**config.mk**
```make
export PLATFORM = sky130hd
export DESIGN_NAME = binarize_pack
export DESIGN_NICKNAME = d
export VERILOG_FILES = /design/src/rtl/binarize_pack.sv
export SDC_FILE = /design/constraint.sdc
export NUM_CORES = 1
export LEC_CHECK = 0
export ABC_CLOCK_PERIOD_IN_PS = 13400
export CAP_MARGIN = 10
export CELL_PAD_IN_SITES_DETAIL_PLACEMENT = 1
export CELL_PAD_IN_SITES_GLOBAL_PLACEMENT = 1
export CORE_MARGIN = 5
export CORE_UTILIZATION = 35
export CTS_BUF_LIST = sky130_fd_sc_hd__clkbuf_4 sky130_fd_sc_hd__clkbuf_8 sky130_fd_sc_hd__clkbuf_16
export DETAILED_ROUTE_END_ITERATION = 10
export MAX_ROUTING_LAYER = met4
export PLACE_DENSITY = 0.75
export SLEW_MARGIN = 40
export SYNTH_ARGS = -nofsm -noshare
export SYNTH_HDL_FRONTEND = slang
export SYNTH_SLANG_ARGS = --single-unit
```
**constraint.sdc**
```tcl
create_clock -name clk -period 13.4 [get_ports clk]
set_input_delay 2.68 -clock clk [delete_from_list [all_inputs] [get_ports clk]]
set_output_delay 2.68 -clock clk [all_outputs]
set_load 0.01 [all_outputs]
```
**src/rtl/binarize_pack.sv**
```systemverilog
// binarize_pack: accumulates per-neuron popcounts, thresholds to one bit, packs bits LSB-first into words.
// Optional BINPACK_SAT_EN: saturating accumulator with sticky ovf (otherwise wraps, ovf stays 0).
module binarize_pack #(
  parameter int POP_W = 9,
  parameter int ACC_W = 16,
  parameter int OUT_W = 256,
  parameter int CNT_W = $clog2(OUT_W + 1)
) (
  input  logic             clk,
  input  logic             rst,
  input  logic             pop_valid,
  output logic             pop_ready,
  input  logic [POP_W-1:0] pop_in,
  input  logic             pop_last,
  input  logic [ACC_W-1:0] thresh,
  input  logic             flush,
  output logic [OUT_W-1:0] xo,
  output logic             xo_valid,
  input  logic             xo_ready,
  output logic [CNT_W-1:0] xo_count,
  output logic             ovf
);
  localparam logic [0:0] FILL = 1'b0;
  localparam logic [0:0] HOLD = 1'b1;
  logic [0:0]       state_q, state_d;
  logic [ACC_W-1:0] acc_q, acc_d, total;
  logic [OUT_W-1:0] shreg_q, shreg_d, xo_q, xo_d;
  logic [CNT_W-1:0] cnt_q, cnt_d, xo_count_q, xo_count_d;
  logic             ovf_q, ovf_d, fire, act, sat;
  assign pop_ready = (state_q == FILL) && !rst;
  assign fire      = pop_valid && pop_ready;
`ifdef BINPACK_SAT_EN
  logic [ACC_W:0] sum;
  assign sum   = {1'b0, acc_q} + (ACC_W + 1)'(pop_in);
  assign sat   = sum[ACC_W];
  assign total = sat ? '1 : sum[ACC_W-1:0];
`else
  assign sat   = 1'b0;
  assign total = acc_q + ACC_W'(pop_in);
`endif
  assign act = total >= thresh;
  // The new bit is packed before the word-complete/flush decision so both land in one word.
  always_comb begin
    state_d    = state_q;
    acc_d      = fire ? (pop_last ? '0 : total) : acc_q;
    shreg_d    = (fire && pop_last) ? (shreg_q | (OUT_W'(act) << cnt_q)) : shreg_q;
    cnt_d      = (fire && pop_last) ? cnt_q + 1'b1 : cnt_q;
    xo_d       = xo_q;
    xo_count_d = xo_count_q;
    ovf_d      = ovf_q | (fire & sat);
    if (state_q == FILL && (cnt_d == CNT_W'(OUT_W) || (flush && cnt_d != '0))) begin
      xo_d       = shreg_d;
      xo_count_d = cnt_d;
      shreg_d    = '0;
      cnt_d      = '0;
      state_d    = HOLD;
    end else if (state_q == HOLD && xo_ready) begin
      state_d = FILL;
    end
  end
  always_ff @(posedge clk) begin
    if (rst) begin
      state_q    <= FILL;
      acc_q      <= '0;
      shreg_q    <= '0;
      cnt_q      <= '0;
      xo_q       <= '0;
      xo_count_q <= '0;
      ovf_q      <= 1'b0;
    end else begin
      state_q    <= state_d;
      acc_q      <= acc_d;
      shreg_q    <= shreg_d;
      cnt_q      <= cnt_d;
      xo_q       <= xo_d;
      xo_count_q <= xo_count_d;
      ovf_q      <= ovf_d;
    end
  end
  assign xo       = xo_q;
  assign xo_valid = state_q == HOLD;
  assign xo_count = xo_count_q;
  assign ovf      = ovf_q;
endmodule

```
# Word level (Yosys, flattened, before mapping)
# Index checks and enable logic that the tools add are counted.
word_totals:
  regBits: 547
  word_cells: 29
  in_bits: 31
  out_inout_bits: 268
op_classes:
  addsub: 2
  n_reduce_logical: 11
  eq_ne: 1
  n_shift: 1
  magnitude_cmp: 1
  n_bitwise: 2
  n_mux: 5
op_table:
  columns: ["cell", "n"]
  rows:
  - ["256-bit two-way mux", 1]
  - ["256-bit OR", 1]
  - ["1-bit by 9-bit left shift with 256-bit output", 1]
  - ["16-bit by 9-bit adder with 16-bit output", 1]
  - ["16-bit greater-or-equal comparator", 1]
  - ["16-bit two-way mux", 1]
  - ["9-bit by 1-bit adder with 9-bit output (second input constant)", 1]
  - ["9-bit equality test (second input constant)", 1]
  - ["9-bit two-way mux", 1]
  - ["9-bit nonzero test", 1]
  - ["1-bit logical AND", 6]
  - ["1-bit two-way mux", 2]
  - ["2-bit nonzero test", 1]
  - ["2-bit OR reduction", 1]
  - ["1-bit logical NOT", 1]
  - ["1-bit logical OR", 1]
  - ["1-bit NOT", 1]

# Longest topological paths before layout
# Gate-level depths: netlist of the first run.
logic_depth:
  depth_word: 10
  ltp_mapped: 19
  ltp_nobuf: 18

# Worst setup path after synthesis of the first run
# Ideal clock, no wire load.
synth_path:
  kind: "input to register"
  startpoint: "input pop_in[0]"
  endpoint: "register xo_q[16] (netlist: xo[16])"
  n_path_buf: 1
  stages: 18
  setup_time_ns: 0.081
  path_slack_ns: 7.199
  t_required_ns: 13.319
  t_arrival_ns: 6.120
  cell_sequence: "ha_1 -> inv_1 -> fa_1 -> nor2b_1 -> o21a_1 -> o21ai_0 -> a211oi_1 -> nor2_1 -> nor2_1 -> xor2_1 -> ha_1 -> nand4_1 -> o211ai_1 -> a22oi_1 -> nor3_1 -> clkbuf_1 -> a21oi_1 -> a211oi_2"
synth_between:
  elab_chain_len: 5
synth_lines:
  columns: ["item", "line_no", "rtl"]
  rows:
  - ["from (decl)", "13", "input logic [POP_W-1:0] pop_in,"]
  - ["16-bit by 9-bit adder with 16-bit output", "39", "assign total = acc_q + ACC_W'(pop_in);"]
  - ["16-bit greater-or-equal comparator", "41", "assign act = total >= thresh;"]
  - ["1-bit by 9-bit left shift with 256-bit output", "46", "shreg_d = (fire && pop_last) ? (shreg_q | (OUT_W'(act) << cnt_q)) : shreg_q;"]
  - ["256-bit OR", "46", null]
  - ["256-bit two-way mux", "46", null]
  - ["to (signal assigned)", "75", "xo_q <= xo_d;"]
  - ["to (decl)", "27", "logic [OUT_W-1:0] shreg_q, shreg_d, xo_q, xo_d;"]
# Every way passes these cells.
# A chain may end at the register's enable or synchronous reset.

# Worst setup path in the final report of the first run
layout_path:
  startpoint: "input pop_last"
  endpoint: "register shreg_q[73]"
layout_between:
  elab_chain_len: 7
  word_cells_on_any_way: 9
  cone_classes: "1 x eq/ne; 2 x mux; 6 x reduce/logical"
layout_lines:
  columns: ["item", "line_no", "rtl"]
  rows:
  - ["from (decl)", "14", "input logic pop_last,"]
  - ["1-bit logical AND *", "46, 47", null]
  - ["9-bit two-way mux", "47", "cnt_d = (fire && pop_last) ? cnt_q + 1'b1 : cnt_q;"]
  - ["9-bit nonzero test", "51", "if (state_q == FILL && (cnt_d == CNT_W'(OUT_W) || (flush && cnt_d != '0))) begin"]
  - ["1-bit logical AND", "51", null]
  - ["1-bit logical OR", "51", null]
  - ["1-bit logical AND", "51", null]
  - ["2-bit OR reduction (no line)", null, null]
  - ["to (signal assigned)", "73", "shreg_q <= shreg_d;"]
  - ["to (decl)", "27", null]
# Mark *: on every way between the ends. The rest lies on a longest branch, timed or not.

==> impl_metrics.env, run 1 <==
export IMPL_ioPinCount=299
export IMPL_synth_seq_cells=547
export IMPL_die_area_um2=63100
export IMPL_tns_ns=0
export IMPL_gp_routability_congestion=0.806
export IMPL_start_util_pct=35.3
export IMPL_holdBufCountCts=0
export IMPL_synth_nets=2102
export IMPL_fin_skew_ns=0.0182
export IMPL_io_buffers=297
export IMPL_yosysSeqAreaShare_pct=53.8
export IMPL_grt_usage_pct=19.7
export IMPL_async_reset_ff_share_pct=0
export IMPL_rr_endpoint="shreg_q[73]"
export IMPL_numCtsBuffers=55
export IMPL_ys_types=53
export IMPL_synth_top_area_share_pct=53.8
export IMPL_fp_row_count=88
export IMPL_fill_cells=6441
export IMPL_ff2ff_setup_slack_ns=8.07
export IMPL_core_area_um2=57700
export IMPL_p_sw_uw=901
export IMPL_final_antenna_net_count=0
export IMPL_via_per_inst=5.13
export IMPL_slew_violations=0
export IMPL_synth_top_flop_cell="dfxtp_1"
export IMPL_wl_per_cell_um=20.4
export IMPL_maxCapViolCount=0
export IMPL_grt_max_degree=89
export IMPL_syn_inst=2044
export IMPL_dr_pass1_iters=4
export IMPL_critPathArrivalTime_ns=7.90
export IMPL_final_common_cell="nor2_1"
export IMPL_min_period_over_period_pct=55.6
export IMPL_first_iter_violations=740
export IMPL_p_sw_share_pct=24.6
export IMPL_dpl_cell_area_um2=23700
export IMPL_antenna_found_initial=1
export IMPL_ir_drop_mv=0.109
export IMPL_fin_area_um2=25500
export IMPL_ys_warn_count=0
export IMPL_leakagePower_nw=8.57
export IMPL_die_h_um=251
export IMPL_fmax_ghz=0.134
export IMPL_synth_largest_area_cell="dfxtp_1"
export IMPL_wirelength_um=62600
export IMPL_hold_end="shreg_q[255]"
export IMPL_p_per_area_nw_per_um2=144
export IMPL_drc=0
export IMPL_grt_pass1_vias=16900
export IMPL_diodes=0
export IMPL_min_path_type="reg2reg"
export IMPL_fp_dieW_um=251
export IMPL_fin_crit_ns=7.45
export IMPL_end_kind="register"
export IMPL_critPathKind="in2reg"
export IMPL_power_clock_fraction_pct=42.2
export IMPL_insertion_delay_ns=0.60
export IMPL_clock_sinks=547
export IMPL_areaGrowthSynthToFinish_pct=25.1
export IMPL_min_path_cells=2
export IMPL_hold_viol=0
export IMPL_worst_pin_slew_ns=0.803
export IMPL_fin_util_pct=44.2
export IMPL_startpoint_type="input port"
export IMPL_syn_area_um2=20400
export IMPL_hold_slack_ns=0.461
export IMPL_slew_headroom_pct=46.4
export IMPL_nets=2322
export IMPL_cts_htree_levels=2
export IMPL_reg2reg_depth=9
export IMPL_r2r_start="cnt_q[3]"
export IMPL_seqPwrFrac_pct=47.2
export IMPL_hold_path_startpoint="shreg_q[255]"
export IMPL_synth_area_leaders="dfxtp_1, a211oi_2, nor2_1"
export IMPL_intPower_mw=2.77
export IMPL_synth_enable_flop_cells=0
export IMPL_vias=15700
export IMPL_post_cts_buffers=0
export IMPL_grt_overflow=0
export IMPL_layout_cells_most_common_list="nor2_1, dfxtp_1, clkdlybuf4s50_1, a21oi_1, a211oi_2"
export IMPL_cts_resized=0
export IMPL_dpl_hpwl_um=40900
export IMPL_syn_area_per_cell_um2=9.97
export IMPL_pwr_share_comb_pct=10.7
export IMPL_drive_gt1_share_pct=18.4
export IMPL_cp_max_fo=76
export IMPL_tritoncts="built"
export IMPL_rsz0062_at_grt="no"
export IMPL_clk_pin_slew_ns=0.06
export IMPL_finalSetupViolCount=0
export IMPL_ctsLongestPathBuffers=3
export IMPL_cts_root_buf="clkbuf_16"
export IMPL_status="finished, final reports clean"
export IMPL_grt_pass1_wl_um=97100
export IMPL_cp_data_required_time_ns=13.86
-- worst max-delay path by stage --
stage	startpoint	end	slack, ns	depth (start not counted)
after floorplan	pop_in[0]	xo[16]	7.20	18
after global placement	pop_last	shreg_q[88]	4.91	10
after detailed placement	pop_last	shreg_q[59]	5.11	10
after CTS	pop_last	shreg_q[228]	5.73	10
after global routing	pop_last	shreg_q[74]	5.57	10
final	pop_last	shreg_q[73]	5.95	10
-- state kept, by name, indices dropped and copies added (netlist names) --
signal    cells
shreg_q     256
xo          256
acc_q        16
cnt_q         9
xo_count      9
xo_valid      1
-- layer usage --
metal / global-route usage, % / vias to the layer above / routed length [um]
li1: - / 7467 / -
met1: 24.9 / 7887 / 28400
met2: 33.3 / 305 / 30500
met3: 3.21 / 88 / 2500
met4: 4.65 / 0 / 1250
met5: - / - / 0
-- cell type report --
cell class                      count  area, um^2  area share [%]
Inverter                           28         105           0.412
Timing Repair Buffer              321        3210            12.6
Multi-Input combinational cell   1311        8450            33.1
Clock buffer                       75        1590            6.23
Clock inverter                     21         229           0.898
Tap cell                          765         957            3.76
Sequential cell                   547       11000            43.0
-- synth_stat cells, types with 2 or more instances --
library cell  instances
a211oi_1             16
a211oi_2            249
a21o_1                4
a21oi_1             279
a221oi_1              2
a22oi_1               5
a31oi_1               4
a32o_1                2
and2_1                4
and3_1                4
buf_1                 2
buf_2                 6
buf_4                50
buf_6                33
buf_8                 2
clkbuf_1             65
dfxtp_1             547
ha_1                 26
inv_1                28
nand2_1              17
nand2b_1             10
nand3_1               8
nand4_1               5
nor2_1              559
nor2_2               20
nor2b_1               3
nor3_1               25
nor4_1                4
o211ai_1              2
o21a_1                3
o21ai_0               8
o31ai_1               2
or2_2                 3
or3_1                 6
or4_1                 2
xnor2_1              16
xor2_1                7
-- power groups by stage --
stage / sequential (mW) / combinational, mW / clock (mW)
CTS: 1.73 / 0.397 / 1.59
global placement: 1.77 / 0.380 / 0
global route: 1.74 / 0.425 / 1.65
finish: 1.73 / 0.391 / 1.55
detailed placement: 1.77 / 0.394 / 0
floorplan: 1.77 / 0.223 / 0
-- worst max-delay path, stage by stage --
cell             delay, ns
clkdlybuf4s50_1       0.83
nand4bb_1             0.44
and2_1                0.33
o32a_1                0.34
nor4_2                0.49
mux2_8                0.61
nand2b_4              0.66
buf_4                 0.73
buf_6                 0.56
nor2_1                0.13
-- kinds of logic after synthesis --
logic type	count (synthesis)	synth area share, %
simple gates	674	13.5
compound gates	584	24.2
flops	547	53.8
buf+inv	186	5.71
fa+ha+maj	27	1.70
xor+xnor	23	0.989
mux	2	0.104
other cells	1	0.0184
-- stage by stage --
stage | setup WS, ns | cells | total power, mW
after CTS | 5.73 | 3067 | 3.72
after global routing | 5.57 | 3068 | 3.81
after floorplan | 7.20 | 2044 | 2.00
final | 5.95 | 3068 | 3.67
after global placement | 4.91 | 2970 | 2.15
after detailed placement | 5.11 | 2971 | 2.16
Note: power is estimated with default switching activity, not from simulation.
==> run 2, diff against run 1 <==
--- a/config.mk
+++ b/config.mk
@@ -5,7 +5,7 @@
 export SDC_FILE = /design/constraint.sdc
 export NUM_CORES = 1
 export LEC_CHECK = 0
-export ABC_CLOCK_PERIOD_IN_PS = 13400
+export ABC_CLOCK_PERIOD_IN_PS = 6300
 export CAP_MARGIN = 10
 export CELL_PAD_IN_SITES_DETAIL_PLACEMENT = 1
 export CELL_PAD_IN_SITES_GLOBAL_PLACEMENT = 1
@@ -14,7 +14,7 @@
 export CTS_BUF_LIST = sky130_fd_sc_hd__clkbuf_4 sky130_fd_sc_hd__clkbuf_8 sky130_fd_sc_hd__clkbuf_16
 export DETAILED_ROUTE_END_ITERATION = 10
 export MAX_ROUTING_LAYER = met4
-export PLACE_DENSITY = 0.75
+export PLACE_DENSITY = 0.78
 export SLEW_MARGIN = 40
 export SYNTH_ARGS = -nofsm -noshare
 export SYNTH_HDL_FRONTEND = slang
==> constraint.sdc (replaced) <==
create_clock -name clk -period 6.3 [get_ports clk]
set_input_delay 1.26 -clock clk [delete_from_list [all_inputs] [get_ports clk]]
set_output_delay 1.26 -clock clk [all_outputs]
set_load 0.01 [all_outputs]
==> run 2 against run 1 <==
Non-clock buffer count is 17 higher. Flip-flop and latch count is the same. Design area up 1.6%. Hold slack got worse by 0.0012 ns. Utilization increased by 0.69 points. Largest cell class unchanged.
==> impl_metrics.env, run 2 (same netlist as run 1, synthesis figures left out) <==
export IMPL_worst_pin_slew_ns=0.825
export IMPL_first_iter_violations=859
export IMPL_start_util_pct=35.3
export IMPL_gp_routability_congestion=0.776
export IMPL_cts_root_buf="clkbuf_16"
export IMPL_tns_ns=0
export IMPL_post_cts_buffers=0
export IMPL_cts_resized=0
export IMPL_critPathKind="in2reg"
export IMPL_die_h_um=251
export IMPL_cp_max_fo=20
export IMPL_areaGrowthSynthToFinish_pct=27.1
export IMPL_drive_gt1_share_pct=19.1
export IMPL_instances_no_fill=3093
export IMPL_core_area_um2=57700
export IMPL_fp_dieW_um=251
export IMPL_min_period_over_period_pct=87.6
export IMPL_fin_skew_ns=0.0172
export IMPL_cts_htree_levels=2
export IMPL_via_per_inst=5.12
export IMPL_hold_slack_ns=0.460
export IMPL_numCtsBuffers=56
export IMPL_antenna_found_initial=0
export IMPL_cp_data_required_time_ns=6.80
export IMPL_hold_viol=0
export IMPL_fin_crit_ns=5.52
export IMPL_rsz0062_at_grt="no"
export IMPL_ctsLongestPathBuffers=3
export IMPL_slew_violations=0
export IMPL_end_kind="register"
export IMPL_leakagePower_nw=8.81
export IMPL_drc=0
export IMPL_clk_pin_slew_ns=0.06
export IMPL_grt_pass1_vias=17000
export IMPL_slew_headroom_pct=45.0
export IMPL_die_area_um2=63100
export IMPL_finalSetupViolCount=0
export IMPL_insertion_delay_ns=0.60
export IMPL_critPathArrivalTime_ns=6.02
export IMPL_grt_pass1_wl_um=97900
export IMPL_maxCapViolCount=0
export IMPL_vias=15800
export IMPL_holdBufCountCts=0
export IMPL_diodes=0
export IMPL_final_antenna_net_count=0
export IMPL_place_inst=2988
export IMPL_io_buffers=297
export IMPL_grt_usage_pct=19.8
export IMPL_ir_drop_mv=0.204
export IMPL_dr_pass1_iters=5
export IMPL_final_common_cell="nor2_1"
export IMPL_grt_overflow=0
export IMPL_fmax_ghz=0.181
export IMPL_dpl_hpwl_um=41400
export IMPL_startpoint_type="input port"
export IMPL_tritoncts="built"
export IMPL_wl_per_cell_um=20.4
export IMPL_nets=2340
export IMPL_wirelength_um=63000
export IMPL_min_path_type="reg2reg"
export IMPL_fp_row_count=88
export IMPL_ioPinCount=299
export IMPL_clock_sinks=547
export IMPL_layout_cells_most_common_list="nor2_1, dfxtp_1, clkdlybuf4s50_1, a21oi_1, a211oi_2"
export IMPL_grt_max_degree=156
export IMPL_status="finished, final reports clean"
export IMPL_p_per_area_nw_per_um2=310
## run 2: layout make-up
class	instances	area, um^2
fillers	6371	31800
flip-flops and latches	547	11000
multi-input cells	1311	8420
repair buffers	338	3470
clock buffers	81	1710
well taps	765	957
clock inverters	23	277
inverters	28	105
## run 2: where the power goes
part / internal [mW] / switching, mW / leakage [nW]
sequential: 3.58 / 0.0961 / 4.43
combinational: 0.392 / 0.462 / 3.38
clock: 2.10 / 1.40 / 0.990
## run 2: worst max-delay path, cell delays in order
cell,delay (ns)
clkdlybuf4s50_1,0.47
ha_1,0.18
inv_1,0.06
fa_1,0.41
nor2b_1,0.14
o21a_1,0.14
o21ai_0,0.14
a211oi_1,0.42
nor2_1,0.20
nor2_1,0.17
xor2_1,0.09
ha_1,0.30
nand4_1,0.15
o211ai_1,0.32
a22oi_1,0.27
nor2_4,0.70
buf_12,0.23
a21oi_1,0.10
a211oi_2,0.25
## run 2: stage by stage
stage	utilization [%]	instance area, um^2	power, mW	setup slack [ns]
after CTS	44.8	25900	8.12	0.787
after global routing	44.9	25900	8.35	0.432
after floorplan	-	20400	4.25	1.52
after global placement	41.2	23800	4.58	0.376
after detailed placement	41.4	23900	4.61	0.205
final	44.9	25900	8.03	0.783
## run 2: path summary, 6_finish.rpt
path / end / from / depth (start not counted) / slack (ns)
max: xo[27] / pop_in[0] / 19 / 0.78
min: shreg_q[8] / shreg_q[8] / 2 / 0.46
max reg2reg: xo[27] / acc_q[0] / 18 / 1.58
min reg2reg: shreg_q[8] / shreg_q[8] / 2 / 0.46
## run 2: routing by layer
metal,up-vias,GRT usage (%),wire [um]
met3,92,3.69,2920
met4,0,5.80,1630
met2,322,33.3,31100
li1,7503,-,-
met5,-,-,0
met1,7929,24.4,27400
==> run 3, diff against run 2 <==
--- a/config.mk
+++ b/config.mk
@@ -12,9 +12,11 @@
 export CORE_MARGIN = 5
 export CORE_UTILIZATION = 35
 export CTS_BUF_LIST = sky130_fd_sc_hd__clkbuf_4 sky130_fd_sc_hd__clkbuf_8 sky130_fd_sc_hd__clkbuf_16
+export CTS_CLUSTER_DIAMETER = 100
 export DETAILED_ROUTE_END_ITERATION = 10
 export MAX_ROUTING_LAYER = met4
 export PLACE_DENSITY = 0.78
+export SKIP_CTS_REPAIR_TIMING = 1
 export SLEW_MARGIN = 40
 export SYNTH_ARGS = -nofsm -noshare
 export SYNTH_HDL_FRONTEND = slang
==> results of run 3 <==
No change in the layout: final DEF, timing and power equal those of run 2.
